==> config.mk <==
export PLATFORM = sky130hd
export DESIGN_NAME = edge_counter_bank
export DESIGN_NICKNAME = d
export VERILOG_FILES = /design/src/rtl/edge_counter_bank.sv
export SDC_FILE = /design/constraint.sdc
export NUM_CORES = 1
export LEC_CHECK = 0
export CAP_MARGIN = 20
export CORE_ASPECT_RATIO = 0.9
export CORE_MARGIN = 5
export CORE_UTILIZATION = 50
export CTS_CLUSTER_DIAMETER = 120
export DETAILED_ROUTE_END_ITERATION = 6
export PLACE_DENSITY = 0.7
export SETUP_SLACK_MARGIN = 0.3
export SLEW_MARGIN = 20
export SYNTH_ARGS = -nofsm -noshare
export SYNTH_HDL_FRONTEND = slang
export SYNTH_SLANG_ARGS = --single-unit
==> constraint.sdc <==
create_clock -name clk -period 4.2 [get_ports clk]
set_input_delay 1.05 -clock clk [delete_from_list [all_inputs] [get_ports clk]]
set_output_delay 1.05 -clock clk [all_outputs]
set_load 0.02 [all_outputs]
==> src/rtl/edge_counter_bank.sv <==
// Multi-channel push-button event counter: per channel a 2-FF synchroniser,
// debounce FSM (with bypass), mode-selected edge detector and mod-MOD counter.
module edge_counter_bank #(
    parameter int N_CH       = 2,
    parameter int MOD        = 10,
    parameter int CNT_W      = 4,
    parameter int DB_TICKS   = 500000,
    parameter bit ACTIVE_LOW = 1'b1
) (
    input  logic                    clk,
    input  logic                    rst_n,
    input  logic [N_CH-1:0]         sw,
    input  logic [2*N_CH-1:0]       mode,
    input  logic [N_CH-1:0]         db_en,
    input  logic [N_CH-1:0]         clr,
    output logic [N_CH-1:0]         level,
    output logic [N_CH-1:0]         tick,
    output logic [N_CH-1:0]         wrap,
    output logic [N_CH*CNT_W-1:0]   count_flat
);

    localparam int              TMR_W    = $clog2(DB_TICKS + 1);
    localparam logic [TMR_W-1:0] DB_LAST  = TMR_W'(DB_TICKS);
    localparam logic [CNT_W-1:0] CNT_LAST = CNT_W'(MOD - 1);

    typedef enum logic [1:0] {
        STABLE_LO = 2'd0,
        WAIT_HI   = 2'd1,
        STABLE_HI = 2'd2,
        WAIT_LO   = 2'd3
    } db_state_t;

    for (genvar i = 0; i < N_CH; i++) begin : g_ch
        logic             sync_q1;
        logic             sync_q2;
        logic             s;
        db_state_t        state_q;
        db_state_t        state_d;
        logic [TMR_W-1:0] timer_q;
        logic [TMR_W-1:0] timer_d;
        logic             lvl_q;
        logic             lvl_d;
        logic             lvl_dly;
        logic             rise;
        logic             fall;
        logic             tick_c;
        logic             wrap_c;
        logic [CNT_W-1:0] cnt_q;

        // Sync flops reset to the raw idle level so s comes out of reset inactive.
        // NOTE: clocked state uses non-blocking (<=) so every flop samples pre-edge values.
        always_ff @(posedge clk) begin
            if (!rst_n) begin
                sync_q1 <= ACTIVE_LOW;
                sync_q2 <= ACTIVE_LOW;
            end else begin
                sync_q1 <= sw[i];
                sync_q2 <= sync_q1;
            end
        end

        assign s = sync_q2 ^ ACTIVE_LOW;

        // NOTE: every output of this block gets a default first, so no latch is inferred.
        always_comb begin
            state_d = state_q;
            timer_d = timer_q;
            lvl_d   = lvl_q;
            if (!db_en[i]) begin
                timer_d = '0;
                // A pending wait is dropped without touching the level this cycle.
                if (state_q == WAIT_HI || state_q == WAIT_LO) begin
                    state_d = lvl_q ? STABLE_HI : STABLE_LO;
                end else begin
                    lvl_d   = s;
                    state_d = s ? STABLE_HI : STABLE_LO;
                end
            end else begin
                case (state_q)
                    STABLE_LO: begin
                        if (s) begin
                            state_d = WAIT_HI;
                            timer_d = TMR_W'(1);
                        end
                    end
                    WAIT_HI: begin
                        if (!s) begin
                            state_d = STABLE_LO;
                            timer_d = '0;
                        end else if (timer_q == DB_LAST) begin
                            state_d = STABLE_HI;
                            timer_d = '0;
                            lvl_d   = 1'b1;
                        end else begin
                            timer_d = timer_q + TMR_W'(1);
                        end
                    end
                    STABLE_HI: begin
                        if (!s) begin
                            state_d = WAIT_LO;
                            timer_d = TMR_W'(1);
                        end
                    end
                    WAIT_LO: begin
                        if (s) begin
                            state_d = STABLE_HI;
                            timer_d = '0;
                        end else if (timer_q == DB_LAST) begin
                            state_d = STABLE_LO;
                            timer_d = '0;
                            lvl_d   = 1'b0;
                        end else begin
                            timer_d = timer_q + TMR_W'(1);
                        end
                    end
                    default: begin
                        state_d = STABLE_LO;
                        timer_d = '0;
                    end
                endcase
            end
        end

        assign rise   = lvl_q & ~lvl_dly;
        assign fall   = ~lvl_q & lvl_dly;
        assign tick_c = (mode[2*i] & rise) | (mode[2*i+1] & fall);
        assign wrap_c = tick_c & ~clr[i] & (cnt_q == CNT_LAST);

        always_ff @(posedge clk) begin
            if (!rst_n) begin
                state_q <= STABLE_LO;
                timer_q <= '0;
                lvl_q   <= 1'b0;
                lvl_dly <= 1'b0;
                cnt_q   <= '0;
            end else begin
                state_q <= state_d;
                timer_q <= timer_d;
                lvl_q   <= lvl_d;
                lvl_dly <= lvl_q;
                // Clear wins over a coincident tick and suppresses the wrap.
                if (clr[i]) begin
                    cnt_q <= '0;
                end else if (tick_c) begin
                    cnt_q <= (cnt_q == CNT_LAST) ? '0 : cnt_q + CNT_W'(1);
                end
            end
        end

        assign level[i]                   = lvl_q;
        assign tick[i]                    = tick_c;
        assign wrap[i]                    = wrap_c;
        assign count_flat[CNT_W*i +: CNT_W] = cnt_q;
    end

endmodule

# == After elaboration in Yosys (flattened, before gate mapping) ==
# Cells that the tools add are included.
# totals
inputBits,12
reg_bits,58
word_cells,139
# classes
bitwise_logic,23
reduce_logical,14
mux,50
n_eq_ne,34
n_addsub,4
# op_table
cell,n
2-to-1 mux 19 bit,10
case mux 19 bit (4 select lines),2
2-to-1 mux 2 bit,20
"adder 19 x 1 -> 19 bit, second input constant",2
"== test 19 bit, second input constant",2
"inequality test 3 bit, second input constant",8
"inequality test 4 x 3 -> 1 bit, second input constant",4
case mux 2 bit (4 select lines),2
AND 1 bit,12
2-to-1 mux 1 bit,12
"inequality test 2 bit, second input constant",6
"inequality test 3 x 2 -> 1 bit, second input constant",4
AND reduction 6 bit,2
NOT 1 bit,9
"adder 4 x 1 -> 4 bit, second input constant",2
"== test 2 bit, second input constant",4
"== test 4 bit, second input constant",2
2-to-1 mux 4 bit,2
AND reduction 2 bit,4
AND reduction 4 bit,2
"inequality test 3 x 1 -> 1 bit, second input constant",2
"== test 2 x 1 -> 1 bit, second input constant",2
logical NOT 2 bit,2
case mux 1 bit (2 select lines),2
other kinds (3),6

# == Depth between registers and ports, before layout ==
# depth
word_depth,6
depth_mapped,7
ltp_nobuf,7

# == Least setup slack after synthesis ==
# No wires, ideal clock.
# synth_timing
kind,input to output
from,in mode[1]
to,out wrap[0]
t_arrival_ns,1.888
path_slack_ns,1.262
required_ns,3.150
path_stages,5
path_cell_list,nand2_1 -> o21ai_1 -> nand2_1 -> nor4b_1 -> buf_4
# synth_between
elab_chain_len,4
# synth_lines
element,line_no,source
from (decl),13,"input logic [2*N_CH-1:0] mode,"
AND 1 bit,126,assign tick_c = (mode[2*i] & rise) | (mode[2*i+1] & fall);
bitwise OR 1 bit,126,
net g_ch[0].tick_c,46,logic tick_c;
AND 1 bit (2 in series),127,assign wrap_c = tick_c & ~clr[i] & (cnt_q == CNT_LAST);
to (decl),18,"output logic [N_CH-1:0] wrap,"
# The timed path passes the listed nets, and every way through them passes these cells.

# == Final worst setup path ==
# layout_timing
from,in mode[3]
to,out tick[1]
# layout_between
elab_chain_len,2
# layout_lines
element,line_no,source
AND 1 bit,126,
bitwise OR 1 bit,126,
to (decl),17,"output logic [N_CH-1:0] tick,"
# No other way between the ends.

==> results.sh <==
export IMPL_status="completed"
export IMPL_rsz0062_at_grt="no"
export IMPL_critical_path_buf_inv_count=3
export IMPL_die_area_mm2=0.00756
export IMPL_routed_via_density=5.58
export IMPL_fin_nets=390
export IMPL_tightest_slew_ns=0.730
export IMPL_insertion_delay_ns=0.33
export IMPL_drv_cap=0
export IMPL_place_congestion=0.868
export IMPL_die_w_um=91.1
export IMPL_end_kind="primary output"
export IMPL_wl_mm=5.91
export IMPL_drtIter0Drc=125
export IMPL_cp_max_fo=4
export IMPL_gr_total_overflow=0
export IMPL_postSynth_asyncResetShare=0
export IMPL_insertedDiodeCount=0
export IMPL_setup_viol=0
export IMPL_cts_inserted_buffers=9
export IMPL_arrival_ns=2.45
export IMPL_grt_max_degree=18
export IMPL_wl_per_cell_um=13.2
export IMPL_postCtsSetupBuffers=0
export IMPL_h_tree_depth=3
export IMPL_firstDrtPassIters=4
export IMPL_total_power_mw=1.13
export IMPL_path_clk_slew_ns=0.06
export IMPL_portBuffers=25
export IMPL_fin_crit_sh=0.833
export IMPL_fin_skew_ns=0.00641
export IMPL_clock_root_buffer="clkbuf_8"
export IMPL_setup_tns_ns=0
export IMPL_drc_errors=0
export IMPL_max_stage_delay_ns=0.59
export IMPL_worst_path_most_repeated_cell="clkdlybuf4s50_1"
export IMPL_top_usage_layer="met2"
export IMPL_p_leak_nw=1.21
export IMPL_use_met1=0.200
export IMPL_ys_types=54
export IMPL_initial_core_util=0.517
export IMPL_postRouteAntennaNets=0
export IMPL_relSlewSlack=0.513
export IMPL_clockBufferDepth=2
export IMPL_grt_use_total=0.161
export IMPL_postCtsHoldBufs=0
export IMPL_syn_to_final_growth_pct=16.4
export IMPL_grt_pass1_vias=2215
export IMPL_vias=2502
export IMPL_cts_tree="yes"
export IMPL_clock_sinks=58
export IMPL_ys_ff_latch=58
export IMPL_synthFlopType="dfxtp_1"
export IMPL_multi_input_area_mm2=0.00169
export IMPL_mostFrequentLayoutCell="dfxtp_1"
export IMPL_worstPathCellList="clkdlybuf4s50_1 > nand2_1 > o21ai_1 > buf_4 > clkdlybuf4s50_1"
export IMPL_final_cell_mix="dfxtp_1, nor2_1, nand2_1"
export IMPL_critical_path_required_ns=3.15
export IMPL_met3_usage=0.0651
export IMPL_syn_cell_area_mm2=0.00296
export IMPL_fmax_mhz=286
export IMPL_rows=26
export IMPL_dp_hpwl_mm=4.20
export IMPL_ir_drop_mv=0.257
export IMPL_hp_class="reg -> reg"
export IMPL_pwr_density_cell_mw_per_mm2=329
export IMPL_cp_start_kind="input pin"
export IMPL_cts_resized=0
export IMPL_path_class="in -> out"
export IMPL_coreArea_mm2=0.00573
export IMPL_avgSynthCellArea_um2=8.51
export IMPL_slew_violations=0
export IMPL_yosys_warnings=0
export IMPL_drive_gt1_frac=0.0688
export IMPL_fillCellCount=508
export IMPL_antenna_found_initial=0
export IMPL_syn_inst=348
export IMPL_ys_seq_area_frac=0.392
export IMPL_io_pins=26
export IMPL_grt_use_met2=0.257
export IMPL_grt_pass1_wl_mm=10.1
export IMPL_synth_edf_count=0
export IMPL_register_area_mm2=0.00116
export IMPL_synth_fp_nets=364
export IMPL_die_y_um=83.0
export IMPL_crit_family="buffers and inverters"
export IMPL_crit_slowest_cell="clkdlybuf4s50_1"
export IMPL_hold_viol_final=0
export IMPL_min_period_ns=3.50
[synthesized netlist by cell type, types with 2 or more instances]
cell type | instances | area share
nor4_1 | 5 | 0.011
buf_2 | 3 | 0.0051
and3_1 | 2 | 0.0042
xnor2_2 | 2 | 0.011
nand4b_1 | 3 | 0.0089
ha_1 | 4 | 0.017
o21ai_0 | 18 | 0.030
o2111ai_1 | 3 | 0.0089
o211ai_1 | 2 | 0.0051
dfxtp_1 | 58 | 0.39
xor2_1 | 13 | 0.038
nor4b_1 | 6 | 0.018
a22o_1 | 4 | 0.012
nor4bb_1 | 2 | 0.0068
nand4_1 | 4 | 0.0084
a41o_1 | 2 | 0.0068
nand2_1 | 33 | 0.042
and2_1 | 6 | 0.013
nor2_1 | 46 | 0.058
nand3b_1 | 6 | 0.015
a21boi_0 | 2 | 0.0051
clkbuf_1 | 3 | 0.0038
a21o_1 | 2 | 0.0051
nand3_1 | 16 | 0.027
a31oi_1 | 4 | 0.0084
and4_1 | 6 | 0.018
xnor2_1 | 15 | 0.044
or3_1 | 4 | 0.0084
nor3_1 | 11 | 0.019
buf_4 | 6 | 0.015
nor2b_1 | 10 | 0.021
nand2b_1 | 9 | 0.019
nor3b_1 | 3 | 0.0076
a21oi_1 | 7 | 0.012
inv_1 | 8 | 0.010
o21ai_1 | 2 | 0.0034
[logic make-up (layout without fill, tap and decap cells)]
| kind of cell | after synthesis | count (layout) | share of synthesized area |
|---|---|---|---|
| buffers and inverters | 21 | 51 | 0.0380 |
| adder cells (fa/ha/maj) | 4 | 4 | 0.0169 |
| AO/OA/AOI/OAI | 57 | 57 | 0.130 |
| flip-flops | 58 | 58 | 0.392 |
| XOR/XNOR | 30 | 30 | 0.0938 |
| AND/OR/NAND/NOR | 178 | 178 | 0.329 |
[worst register-to-register path: cells and delay by family (launching register included)]
kind / cells / cell delay, ns
and+or+nand+nor: 4 / 1.03
AOI/OAI and AO/OA: 1 / 0.55
DFF: 1 / 0.36
[area by class of cell]
cell class / count / area share
timing repair buffer: 28 / 0.0806
clock inverter: 2 / 0.0102
tap: 70 / 0.0254
clock buffer: 13 / 0.0490
multi-input combinational: 269 / 0.489
sequential: 58 / 0.337
inverter: 8 / 0.00871
[registers in the layout, summed over array words and instances, names as in the netlist, named ones only]
name and cells:
g_ch.cnt_q 8, g_ch.lvl_dly 2, g_ch.lvl_q 2, g_ch.state_q 2, g_ch.sync_q1 2, g_ch.sync_q2 2, g_ch.timer_q 38
[stage by stage]
stage,std cells,util,hold slack [ns],cell area (um2),setup slack (ns)
after global routing,448,0.602,0.424,3450,0.596
final,448,0.602,0.406,3450,0.700
after global placement,433,0.566,0.391,3240,0.413
after floorplan,348,-,0.386,2960,1.26
after CTS,448,0.601,0.408,3440,0.371
after detailed placement,433,0.566,0.394,3240,0.381
[report_power, final]
part           internal [mW]  leakage (nW)  total (mW)  switching [mW]
combinational         0.0251         0.634      0.0535          0.0284
clock                  0.318         0.106       0.517           0.198
sequential             0.555         0.469       0.563         0.00712
[metal layers]
layer | vias to the layer above | part of all wire
li1 | 1284 | -
met1 | 1179 | 0.47
met2 | 34 | 0.48
met3 | 5 | 0.037
met4 | 0 | 0.0081
met5 | - | 0
[final timing paths]
check | start | to | slack, ns | cells past startpoint
max reg2reg | g_ch[1].timer_q[17] | g_ch[1].timer_q[15] | 2.14 | 5
min | g_ch[0].sync_q1 | g_ch[0].sync_q2 | 0.41 | 1
max | mode[3] | tick[1] | 0.70 | 5
min reg2reg | g_ch[0].sync_q1 | g_ch[0].sync_q2 | 0.41 | 1
No activity file was read; power rests on OpenSTA's default activity.
